--- config.mk ---
export PLATFORM = sky130hd
export DESIGN_NAME = seq_sub
export DESIGN_NICKNAME = d
export VERILOG_FILES = /design/src/rtl/seq_sub.sv
export SDC_FILE = /design/constraint.sdc
export NUM_CORES = 1
export LEC_CHECK = 0
export ABC_AREA = 1
export CORE_ASPECT_RATIO = 1.2
export CORE_UTILIZATION = 54
export DETAILED_ROUTE_END_ITERATION = 6
export HOLD_SLACK_MARGIN = 0.15
export PLACE_DENSITY = 0.87
export SYNTH_ARGS = -nofsm -noshare
export SYNTH_HDL_FRONTEND = slang
export SYNTH_SLANG_ARGS = --single-unit
--- constraint.sdc ---
create_clock -name clk -period 3.05 [get_ports clk]
set_input_delay 0.305 -clock clk [delete_from_list [all_inputs] [get_ports clk]]
set_output_delay 0.305 -clock clk [all_outputs]
set_load 0.1 [all_outputs]
--- src/rtl/seq_sub.sv ---
// Multi-cycle subtractor: res = a - b - bin (mod 2^N), K bits per clock.
// Operands shift right by K each chunk while result chunks shift in from the top.
module seq_sub #(
    parameter int N = 32,
    parameter int K = 8
) (
    input  logic         clk,
    input  logic         rst_n,
    input  logic         start,
    input  logic [N-1:0] a,
    input  logic [N-1:0] b,
    input  logic         bin,
    output logic         busy,
    output logic         done,
    output logic [N-1:0] res,
    output logic         bout,
    output logic         overflow,
    output logic         zero,
    output logic         neg
);

    typedef enum logic [1:0] {S_IDLE, S_RUN, S_DONE} state_t;

    localparam int NC = N / K;
    localparam int CW = (NC > 1) ? $clog2(NC) : 1;
    localparam logic [CW-1:0] LAST = CW'(NC - 1);

    state_t        state_q;
    logic [CW-1:0] i_q;
    logic [N-1:0]  a_q, b_q, res_q;
    logic          a_msb_q, b_msb_q, carry_q;
    logic          busy_q, done_q, bout_q, ovf_q, zero_q, neg_q;

    logic [K:0]    sum;
    logic [N-1:0]  res_d;

    // Subtraction as a + ~b + carry, where carry starts as ~bin.
    assign sum = {1'b0, a_q[K-1:0]} + {1'b0, ~b_q[K-1:0]} + {{K{1'b0}}, carry_q};

    generate
        if (K == N) begin : g_single
            assign res_d = sum[K-1:0];
        end else begin : g_multi
            assign res_d = {sum[K-1:0], res_q[N-1:K]};
        end
    endgenerate

    always_ff @(posedge clk) begin
        if (!rst_n) begin
            state_q <= S_IDLE;
            i_q     <= '0;
            a_q     <= '0;
            b_q     <= '0;
            a_msb_q <= 1'b0;
            b_msb_q <= 1'b0;
            carry_q <= 1'b0;
            res_q   <= '0;
            busy_q  <= 1'b0;
            done_q  <= 1'b0;
            bout_q  <= 1'b0;
            ovf_q   <= 1'b0;
            zero_q  <= 1'b0;
            neg_q   <= 1'b0;
        end else begin
            case (state_q)
                S_IDLE: begin
                    if (start) begin
                        a_q     <= a;
                        b_q     <= b;
                        a_msb_q <= a[N-1];
                        b_msb_q <= b[N-1];
                        carry_q <= ~bin;
                        i_q     <= '0;
                        busy_q  <= 1'b1;
                        state_q <= S_RUN;
                    end
                end
                S_RUN: begin
                    res_q   <= res_d;
                    carry_q <= sum[K];
                    a_q     <= a_q >> K;
                    b_q     <= b_q >> K;
                    if (i_q == LAST) begin
                        // Sign bits were captured at start since a_q/b_q are shifted away.
                        i_q     <= '0;
                        busy_q  <= 1'b0;
                        done_q  <= 1'b1;
                        bout_q  <= ~sum[K];
                        ovf_q   <= (a_msb_q != b_msb_q) && (res_d[N-1] != a_msb_q);
                        zero_q  <= (res_d == '0);
                        neg_q   <= res_d[N-1];
                        state_q <= S_DONE;
                    end else begin
                        i_q <= i_q + CW'(1);
                    end
                end
                S_DONE: begin
                    done_q  <= 1'b0;
                    state_q <= S_IDLE;
                end
                default: state_q <= S_IDLE;
            endcase
        end
    end

    assign busy     = busy_q;
    assign done     = done_q;
    assign res      = res_q;
    assign bout     = bout_q;
    assign overflow = ovf_q;
    assign zero     = zero_q;
    assign neg      = neg_q;

endmodule

==> impl_metrics.yaml <==
logic_synthesis:
  synthCells: 632
  synth_area_leaders: "dfxtp_1 47%, nand2_1 14%, o21ai_0 8.7%, a31oi_1 6.6%, a21oi_1 4.9%"
  ys_types: 26
  synth_top_area_share_pct: 46.77
  async_flop_share_pct: 0
  synth-seq-cells: 109
  syn-cell-area_um2: 4666
  synth-edff-count: 0
  avgSynthCellArea_um2: 7.382
  synth_fp_nets: 710
  ys_seq_area_share_pct: 46.77
  ys_warn_count: 0
  synthFlopType: "dfxtp_1"
  synth_area_leader_cell: "dfxtp_1"
sta:
  skew_ns: 0.01462
  worst_pin_slew_ns: 0.9751
  setup_tns_ns: 0
  period_share_pct: 72.89
  hold_viol: 0
  drv_slew: 0
  fmax_mhz: 449.8
  rsz0062_at_grt: "false"
  slew-limit-headroom_pct: 34.79
  setup_violations: 0
  period_needed_ns: 2.223
finish:
  fillers: 658
  postLayoutCoreUtil_pct: 71.21
  nNetsFinal: 790
  final_area_um2: 5869
  drive_gt1_share_pct: 5.718
  n_antenna_cell: 0
  syn_to_final_growth_pct: 25.80
  seqCellArea_um2: 2182
  final_cell_mix: "176 x nand2_1, 109 x dfxtp_1, 91 x clkdlybuf4s50_1, 81 x o21ai_0, 49 x a31oi_1"
  layout.cells.non_filler: 831
  mostFrequentLayoutCell: "nand2_1"
  multi_input_area_um2: 2100
global_routing:
  grt_max_degree: 98
  grtUsageTotal_pct: 26.23
  grtUsageMet1_pct: 31.42
  gr-total-overflow: 0
  met3_usage_pct: 4.382
  globalRouteMet2Util_pct: 46.74
  busiest_layer: "met2"
  grt_pass1_vias: 4251
  grt_pass1_wl_um: 18990
  grt_antenna_before_repair: 0
floorplan:
  pin_count: 106
  dieArea_um2: 9018
  design.core.area_um2: 8243
  fp.dieH_um: 103.8
  die_x_um: 86.86
  start_util_pct: 56.60
  placementRows: 36
placement:
  placed_area_um2: 5649
  gp_congestion: 0.8445
  dpl.cell_count: 815
  numPortBuffers: 105
  dp_hpwl_um: 7833
worst_setup_path:
  cp_top_family: "buffers and inverters"
  worstPathRequired_ns: 2.74
  startpoint_type: "flop"
  critPathSlowestCell: "clkdlybuf4s50_1"
  slowest_delay_ns: 1.15
  critPathArrivalTime_ns: 1.92
  path_buf_inv: 1
  worstPathMaxFanout: 4
  worst_setup_path_end_kind: "output pin"
  path_class: "reg2out"
  path_cells: "clkdlybuf4s50_1"
clocking:
  postCtsHoldBufs: 0
  cts_buffer_depth: 2
  worstSkewPairLatency_ns: 0.37
  post-cts-setup-buffer-count: 0
  clock-sinks: 109
  cts_tree: "yes"
  clk_pin_slew_worst_paths_ns: 0.10
  root_buffer: "clkbuf_8"
  cts.htree.levels: 3
  cts_resized: 0
  numCtsBuffers: 9
drt:
  drt_pre_antenna_iters: 5
  vias: 4507
  routed_via_density: 5.424
  wl_um: 11330
  route.detailed.drc: 0
  wl_per_cell_um: 13.64
  drtAntennaViolNets: 0
  drt_iter0_drc: 247
run_status:
  status: "completed"
min_path:
  hold_path.class: "reg2reg"
power:
  p_leak_nw: 2.427
  powerDensity_nw_per_um2: 615.5
  p_total_w: 0.003612
  ir_worst_vdd_v: 0.0003204
flow_run:
  maxCapViolations: 0
-- path summary, 6_finish.rpt --
| kind | startpoint | end | slack (ns) | cells past startpoint |
|---|---|---|---|---|
| worst min register to register | a_q[28] | a_q[28] | 0.47 | 2 |
| worst min-delay path | a_q[28] | a_q[28] | 0.47 | 2 |
| worst max-delay path | res[24] | res[24] | 0.83 | 1 |
| worst max register to register | carry_q | zero | 0.84 | 13 |
-- report_power, final --
group / internal [W] / leakage [nW] / switching (W)
combinational: 0.000317 / 1.42 / 0.000700
clock: 0.000469 / 0.104 / 0.000488
sequential: 0.00155 / 0.900 / 0.0000840
-- layer usage --
layer	vias up	share of wire, %
met2	137	52
li1	2249	-
met4	0	2.0
met1	2099	42
met3	22	4.4
met5	-	0
-- registers in the layout, summed over array words and instances (netlist names), 2 cells and up --
name,flops
b_q,32
res,32
state_q,2
i_q,2
a_q,32
-- logic make-up after synthesis --
logic type	Yosys count	share of synthesized area [%]
and+or+nand+nor	244	20.84
AOI/OAI and AO/OA	182	21.16
DFF	109	46.77
buffers and inverters	87	8.232
adders and majority gates	10	3.004
-- cell type report --
| cell class | count | share of cell area (%) |
|---|---|---|
| Timing Repair Buffer | 109 | 17.78 |
| Clock buffer | 10 | 2.174 |
| Clock inverter | 6 | 1.577 |
| Sequential cell | 109 | 37.18 |
| Tap cell | 114 | 2.430 |
| Multi-Input combinational cell | 436 | 35.77 |
| Inverter | 47 | 3.091 |
-- worst min-delay path: cells and delay by family, from the launching register on --
family / cells / cell delay, ns
DFF: 1 / 0.33
and+or+nand+nor: 1 / 0.06
AOI/OAI and AO/OA: 1 / 0.05
-- synthesized netlist by cell type (3+ instances only) --
library cell and number:
inv_1 42, buf_6 4, nor2_1 44, a21oi_1 46, nand2_1 176, nand3_1 16
ha_1 8, o211ai_1 3, clkbuf_2 3, buf_2 9, dfxtp_1 109, clkbuf_1 22
o21ai_0 81, a31oi_1 49
-- through the flow --
step / hold slack (ns) / setup slack [ns]
2_1_floorplan: 0.4327 / 1.122
3_3_place_gp: 0.4490 / 0.9224
3_5_place_dp: 0.4540 / 0.8388
4_1_cts: 0.4689 / 0.8099
5_1_grt: 0.4898 / 0.7414
6_report: 0.4710 / 0.8268
(Power assumes the default switching activity.)
